**config.mk**
```make
export PLATFORM = sky130hd
export DESIGN_NAME = div_unit
export DESIGN_NICKNAME = d
export VERILOG_FILES = /design/src/rtl/div_unit_pkg.sv /design/src/rtl/div_unit_step.sv /design/src/rtl/div_unit.sv
export SDC_FILE = /design/constraint.sdc
export NUM_CORES = 1
export LEC_CHECK = 0
export CAP_MARGIN = 20
export CORE_ASPECT_RATIO = 1.25
export CORE_UTILIZATION = 45
export CTS_CLUSTER_DIAMETER = 150
export DETAILED_ROUTE_END_ITERATION = 10
export PLACE_DENSITY = 0.75
export SYNTH_ARGS = -nofsm -noshare
export SYNTH_HDL_FRONTEND = slang
export SYNTH_SLANG_ARGS = --single-unit
export TNS_END_PERCENT = 20
```
**constraint.sdc**
```tcl
create_clock -name clk -period 14.8 [get_ports clk]
set_clock_uncertainty 0.1 [all_clocks]
set_input_delay 2.96 -clock clk [delete_from_list [all_inputs] [get_ports clk]]
set_output_delay 2.96 -clock clk [all_outputs]
set_load 0.03 [all_outputs]
```
**src/rtl/div_unit_pkg.sv**
```systemverilog
// Shared definitions for the RV32M divide unit: operation encodings, FSM states
// and the fixed results returned for divide-by-zero and signed overflow.
package div_unit_pkg;

  localparam int XLEN = 32;

  typedef enum logic [1:0] {
    DIV_OP_DIV  = 2'b00,
    DIV_OP_DIVU = 2'b01,
    DIV_OP_REM  = 2'b10,
    DIV_OP_REMU = 2'b11
  } div_op_e;

  typedef enum logic [1:0] {
    IDLE = 2'b00,
    CALC = 2'b01,
    FIX  = 2'b10
  } div_state_e;

  localparam logic [XLEN-1:0] DIV_ALL_ONES = {XLEN{1'b1}};
  localparam logic [XLEN-1:0] DIV_MIN_INT  = {1'b1, {(XLEN-1){1'b0}}};

endpackage

```
**src/rtl/div_unit_step.sv**
```systemverilog
// One restoring-division iteration: shift the next dividend bit into the partial
// remainder and subtract the divisor if it fits.
module div_step #(
  parameter int W = 32
) (
  input  logic [W-1:0] rem,
  input  logic [W-1:0] quo,
  input  logic [W-1:0] divisor,
  output logic [W-1:0] rem_next,
  output logic [W-1:0] quo_next
);

  // Two guard bits: the shifted remainder can reach 2^(W+1)-1, so a single
  // extra bit cannot distinguish a large positive difference from a negative one.
  logic [W+1:0] trial;
  logic         fits;

  assign trial    = {1'b0, rem, quo[W-1]} - {2'b00, divisor};
  assign fits     = ~trial[W+1];
  assign rem_next = fits ? trial[W-1:0] : {rem[W-2:0], quo[W-1]};
  assign quo_next = {quo[W-2:0], fits};

endmodule

```
**src/rtl/div_unit.sv**
```systemverilog
// Multi-cycle RV32M divide/remainder unit: 32 restoring iterations plus a
// sign-correction cycle, with single-cycle handling of the RISC-V corner cases.
module div_unit #(
  parameter int XLEN = div_unit_pkg::XLEN
) (
  input  logic            clk,
  input  logic            rst,
  input  logic            start,
  input  logic [1:0]      op,
  input  logic [XLEN-1:0] dividend,
  input  logic [XLEN-1:0] divisor,
  input  logic            flush,
  output logic            busy,
  output logic            done,
  output logic [XLEN-1:0] result
);

  import div_unit_pkg::*;

  localparam int CW = $clog2(XLEN);

  div_state_e      state_q, state_d;
  div_op_e         op_q;
  logic [XLEN-1:0] rem_q, quo_q, dvs_q;
  logic [CW-1:0]   count_q;
  logic            quo_neg_q, rem_neg_q, special_q;
  logic            busy_q, done_q;
  logic [XLEN-1:0] result_q;

  logic            accept, signed_in, is_rem_in, div_zero, overflow, special_in;
  logic [XLEN-1:0] dvd_abs, dvs_abs, special_val;
  logic [XLEN-1:0] rem_step, quo_step;
  logic            busy_d, done_d;
  logic [XLEN-1:0] fix_val;

  assign accept    = (state_q == IDLE) && start && !flush;
  assign signed_in = ~op[0];
  assign is_rem_in = op[1];
  assign dvd_abs   = (signed_in && dividend[XLEN-1]) ? -dividend : dividend;
  assign dvs_abs   = (signed_in && divisor[XLEN-1])  ? -divisor  : divisor;
  assign div_zero  = (divisor == '0);
  assign overflow  = signed_in && (dividend == DIV_MIN_INT) && (divisor == DIV_ALL_ONES);
  assign special_in = div_zero || overflow;

  // Corner-case results are staged in quo so FIX can emit them unchanged.
  assign special_val = div_zero ? (is_rem_in ? dividend : DIV_ALL_ONES)
                                : (is_rem_in ? '0 : DIV_MIN_INT);

  div_step #(.W(XLEN)) u_step (
    .rem      (rem_q),
    .quo      (quo_q),
    .divisor  (dvs_q),
    .rem_next (rem_step),
    .quo_next (quo_step)
  );

  always_ff @(posedge clk or posedge rst) begin
    if (rst) state_q <= IDLE;
    else     state_q <= state_d;
  end

  always_comb begin
    state_d = state_q;
    unique case (state_q)
      IDLE:    if (accept) state_d = special_in ? FIX : CALC;
      CALC:    if (count_q == '1) state_d = FIX;
      FIX:     state_d = IDLE;
      default: state_d = IDLE;
    endcase
    if (flush && state_q != IDLE) state_d = IDLE;
  end

  // busy stays low for corner cases, which finish without stalling the pipeline.
  always_comb begin
    busy_d = (state_d == CALC) || (state_d == FIX && state_q == CALC);
    done_d = (state_q == FIX) && !flush;
    if (special_q)
      fix_val = quo_q;
    else if (op_q[1])
      fix_val = rem_neg_q ? -rem_q : rem_q;
    else
      fix_val = quo_neg_q ? -quo_q : quo_q;
  end

  always_ff @(posedge clk or posedge rst) begin
    if (rst) begin
      op_q      <= DIV_OP_DIV;
      rem_q     <= '0;
      quo_q     <= '0;
      dvs_q     <= '0;
      count_q   <= '0;
      quo_neg_q <= 1'b0;
      rem_neg_q <= 1'b0;
      special_q <= 1'b0;
      busy_q    <= 1'b0;
      done_q    <= 1'b0;
      result_q  <= '0;
    end else begin
      busy_q <= busy_d;
      done_q <= done_d;
      if (done_d) result_q <= fix_val;
      if (accept) begin
        op_q      <= div_op_e'(op);
        rem_q     <= '0;
        quo_q     <= special_in ? special_val : dvd_abs;
        dvs_q     <= dvs_abs;
        count_q   <= '0;
        quo_neg_q <= signed_in && (dividend[XLEN-1] ^ divisor[XLEN-1]);
        rem_neg_q <= signed_in && dividend[XLEN-1];
        special_q <= special_in;
      end else if (state_q == CALC) begin
        rem_q   <= rem_step;
        quo_q   <= quo_step;
        count_q <= count_q + 1'b1;
      end
    end
  end

  assign busy   = busy_q;
  assign done   = done_q;
  assign result = result_q;

endmodule

```
# [Word-level counts from Yosys, hierarchy flattened]
# Cells that the tools add are included.
[classes] add_sub_neg=6 n_eq_ne=7 muxes=22 bitwise_logic=3 reduce_logical=17
[op_table] cell="$mux 32" count=15
[op_table] cell="$neg 32->32" count=4
[op_table] cell="$eq 32x32->1 const B" count=2
[op_table] cell="$sub 33x32->34" count=1
[op_table] cell="$logic_not 32->1" count=1
[op_table] cell="$logic_and 1x1->1" count=10
[op_table] cell="$mux 5" count=2
[op_table] cell="$mux 2" count=4
[op_table] cell="$add 5x1->5 const B" count=1
[op_table] cell="$eq 5x5->1 const B" count=1
[op_table] cell="$eq 2x1->1 const B" count=2
[op_table] cell="$eq 2x2->1 const B" count=2
[op_table] cell="$pmux 2 s2" count=1
[op_table] cell="$reduce_bool 2->1" count=2
[op_table] cell="$logic_not 2->1" count=1
[op_table] cell="$logic_or 1x1->1" count=2
[op_table] cell="$not 1->1" count=2
[op_table] cell="$logic_not 1->1" count=1
[op_table] cell="$xor 1x1->1" count=1
[totals] ff_bits=142 in_bits=70 word_cells=67

# [Depth between registers and ports, before layout]
[logic_depth] depth_word=11 depth_mapped=14

# [By module]
# A second synthesis with hierarchy kept.
[hier_totals] hier_cells=1553 hier_area_um2=11891.4
[by_module_without_submodules] mod="div_unit" n_inst=1 cells_each=1149 area_per_inst_um2=9277.6 seq_area_each_um2=3528.4
[by_module_without_submodules] mod="div_step" n_inst=1 cells_each=404 area_per_inst_um2=2613.8 seq_area_each_um2=0.0

# [Worst setup path after synthesis]
# No wires, ideal clock.
[synth_timing] kind="in2reg" startpoint="input dividend[12]" endpoint="register quo_q[9]" setup_time_ns=0.141 arrival_time_ns=5.443 required_time_ns=14.559 path_slack_ns=9.116 path_stages=11 cell_sequence="or4_1 -> nor4b_2 -> nor3b_2 -> nand3_1 -> nor2_2 -> inv_1 -> nand2_1 -> buf_2 -> o21ai_0 -> a211oi_1 -> a31oi_1"
[synth_via] elab_chain_cells=6
[synth_lines] item="start, declared" line_no="div_unit.sv:10" text="input logic [XLEN-1:0] dividend,"
[synth_lines] item="$eq 32x32->1" line_no="div_unit.sv:42" text="assign overflow = signed_in && (dividend == DIV_MIN_INT) && (divisor == DIV_ALL_ONES);"
[synth_lines] item="$logic_and 1x1->1 (2 in series)" line_no="div_unit.sv:42"
[synth_lines] item="$logic_or 1x1->1" line_no="div_unit.sv:43" text="assign special_in = div_zero || overflow;"
[synth_lines] item="$mux 32" line_no="div_unit.sv:105" text="quo_q <= special_in ? special_val : dvd_abs;"
[synth_lines] item="$mux 32" line_no="div_unit.sv:102" text="if (accept) begin"
[synth_lines] item="end signal, assigned" line_no="div_unit.sv:105"
[synth_lines] item="end signal, assigned" line_no="div_unit.sv:113" text="quo_q <= quo_step;"
[synth_lines] item="end, declared" line_no="div_unit.sv:24" text="logic [XLEN-1:0] rem_q, quo_q, dvs_q;"
# Every way passes these cells.
# A chain may end at the register's enable or synchronous reset.

# [Final worst setup path]
[layout_timing] startpoint="input divisor[6]" endpoint="register quo_q[3]"
[layout_via] elab_chain_cells=5 elab_cells_between_ends=7 classes_between="eq/ne (1); mux (3); reduce/logical (3)"
[layout_lines] item="start, declared" line_no="div_unit.sv:11" text="input logic [XLEN-1:0] divisor,"
[layout_lines] item="$eq 32x32->1" line_no="div_unit.sv:42"
[layout_lines] item="$logic_and 1x1->1" line_no="div_unit.sv:42"
[layout_lines] item="$logic_or 1x1->1" line_no="div_unit.sv:43"
[layout_lines] item="$mux 32 *" line_no="div_unit.sv:105"
[layout_lines] item="$mux 32 *" line_no="div_unit.sv:102"
# Mark *: on every way between the ends. The rest lies on a longest branch, timed or not.

==> flow_metrics.tcl <==
set metrics [dict create \
    total_power_uw 1939 \
    fin_cells 1794 \
    crit_type "input port to flip-flop" \
    peakVddDrop_mv 0.09156 \
    p_comb_frac 0.462 \
    required_ps 14990 \
    vias 10857 \
    synth_fp_nets 1515 \
    die_x_um 140.9 \
    min_period_over_period 0.4792 \
    final_layout_size_suffix_gt1_frac 0.04901 \
    grt_pass1_vias 10028 \
    post-place-cells 1759 \
    routedWlPerCell_um 18.26 \
    antenna_found_initial 0 \
    ys_seq_elements 141 \
    syn_to_final_growth_pct 17.19 \
    netlist_instances 1405 \
    outcome "completed" \
    hold_viol_final 0 \
    yosysSeqAreaShare 0.3253 \
    arrival_ps 7290 \
    gp_congestion 0.9340 \
    synth_top_area_share 0.3253 \
    clock-sinks 141 \
    rr_endpoint "rem_q[5]" \
    synth_ff_type "dfrtp_1" \
    syn_area_sq_um 10850 \
    synth_top_cell_by_area "dfrtp_1" \
    antenna_cells 0 \
    tightest_slew_ps 1096 \
    synth_edf_count 0 \
    cp-end-kind "flip-flop" \
    htree_levels 4 \
    clk_transition_reported_paths_ps 60 \
    yosysWarningCount 0 \
    seq_area_sq_um 3528 \
    yosysMostFrequentCell "nand2_1" \
    drv_cap 0 \
    hold_depth 2 \
    pwr-share-seq 0.306 \
    rsz0062_at_grt "false" \
    intPower_uw 1113 \
    drt-vias-per-instance 6.052 \
    first_pass_iters 5 \
    setup_viol 0 \
    grt_overflow 0 \
    synth.distinct_cells 70 \
    final_area_sq_um 12710 \
    crit_path_max_fanout 11 \
    post_dp_cell_area_sq_um 12040 \
    ios 104 \
    rows 63 \
    cts_tree "done" \
    maxSlewHeadroom 0.2624 \
    p_sw_uw 826.7 \
    synth.avg_cell_area_sq_um 7.721 \
    ctsHoldBuffers 0 \
    finalWirelength_um 32760 \
    post_cts_buffers 0 \
    grt_pass1_wl_um 52450 \
    cts_resized 0 \
    ys_async_sr_fraction 1.000 \
    reg2reg_depth 12 \
    fp.dieArea_sq_um 24740 \
    core_area_sq_um 23730 \
    fin_tns_setup_ps 0 \
    hold_start "result[1]" \
    fmax_mhz 141.0 \
    min_to "result[1]" \
    detail-route-antenna-nets 0 \
    p_sw_frac 0.4263 \
    min_period_ps 7092 \
    p_per_area_nw_per_um2 152.6 \
    clockBufferDepth 2 \
    synth_common_cells "196 x nand2_1, 185 x o21ai_0, 141 x dfrtp_1" \
    multiInputGateArea_sq_um 6751 \
    finalMaxSlewViolations 0 \
    worstSkewPairLatency_ps 440 \
    clock-root-buffer "clkbuf_16" \
    io_buffer_count 103 \
    hold_path_class "flip-flop to flip-flop" \
    fillers 2226 \
    grt_max_degree 118 \
    start_kind "input port" \
    drc 0 \
    drtIter0Drc 1124 \
    cts_made_buffers 17 \
    synthTopCellsByArea "dfrtp_1 33%, o21ai_0 8.5%, nand2_1 6.8%" \
    power_leakage_uw 0.005176 \
    reg2reg_slack_ps 10660 \
    worst_r2r_startpoint "quo_q[31]" \
    start_util 0.4572 \
    nets 1566 \
    pwr-share-clk 0.231 \
    grt_usage 0.2716 \
    dieHeight_um 175.6 \
    place_hpwl_um 23650 \
]
==> worst max-delay path: stages <==
cell	delay [ps]
clkdlybuf4s50_1	500
or4_1	560
or2_2	330
nor3_1	320
nand3_1	200
nor4_1	880
nor2_1	460
nand2_1	360
o21ai_0	130
a2111oi_0	500
a31oi_1	70
==> power groups by stage <==
stage	logic [uW]	clock network (uW)	registers [uW]
after floorplan	682	0	555
after global placement	858	0	592
after detailed placement	878	0	597
after CTS	883	451	591
after global routing	1000	468	604
final	896	449	594
==> kinds of logic after synthesis <==
group,Yosys count,synth area share
AO/OA/AOI/OAI,484,0.2714
XOR/XNOR,85,0.06863
adder cells (fa/ha/maj),40,0.04683
buffers and inverters,147,0.05409
flip-flops,141,0.3253
multiplexers,22,0.02053
AND/OR/NAND/NOR,486,0.2133
==> registers in the layout (all words and copies together), names as in the netlist <==
signal,count
dvs_q,32
quo_q,32
rem_q,32
result,32
count_q,5
state_q,2
busy,1
done,1
op_q,1
quo_neg_q,1
rem_neg_q,1
special_q,1
==> how the worst max path moves through the flow <==
stage	startpoint	depth (start not counted)	slack, ps	to
floorplan	rst	1	7960	busy
global placement	divisor[6]	11	7440	quo_q[3]
detailed placement	divisor[6]	11	7310	quo_q[3]
CTS	divisor[6]	11	7740	quo_q[3]
global route	divisor[6]	11	7300	quo_q[3]
finish	divisor[6]	11	7710	quo_q[3]
==> placed cells by master, fill, tap and decap left out, types with 14 or more instances in the layout <==
master,n
o21ai_0,185
nand3_1,29
a31oi_1,30
nand2_1,196
nor2_1,96
inv_1,58
mux2i_1,20
xor2_1,52
nand2b_1,14
nand4_1,17
clkbuf_16,17
ha_1,39
xnor2_1,33
nor4_1,24
dfrtp_1,141
clkdlybuf4s50_1,103
nor3_1,30
o31ai_1,22
a211oi_1,18
a21o_1,16
o22ai_1,20
a21oi_1,105
==> through the flow <==
| step | setup WS [ps] | hold WS [ps] | util |
|---|---|---|---|
| global placement | 7443 | 357.6 | 0.5075 |
| CTS | 7738 | 373.8 | 0.5331 |
| global route | 7301 | 403.5 | 0.5358 |
| finish | 7708 | 367.6 | 0.5358 |
| detailed placement | 7306 | 360.7 | 0.5075 |
| floorplan | 7959 | 349.8 | - |
==> area by class of cell <==
cell class | count | area share
clock buffers | 20 | 0.03514
clock inverters | 12 | 0.01270
inverters | 61 | 0.01841
multi-input cells | 1117 | 0.5311
flip-flops and latches | 141 | 0.2776
well taps | 325 | 0.03199
repair buffers | 118 | 0.09311
==> routing by layer <==
layer | vias to the layer above | wire (um) | GRT usage
met3 | 115 | 1837 | 0.04417
met1 | 5082 | 13180 | 0.3310
met4 | 0 | 1761 | 0.1535
met2 | 448 | 15980 | 0.4556
li1 | 5212 | - | -
met5 | - | 0 | 0
No activity file was read; power rests on OpenSTA's default activity.
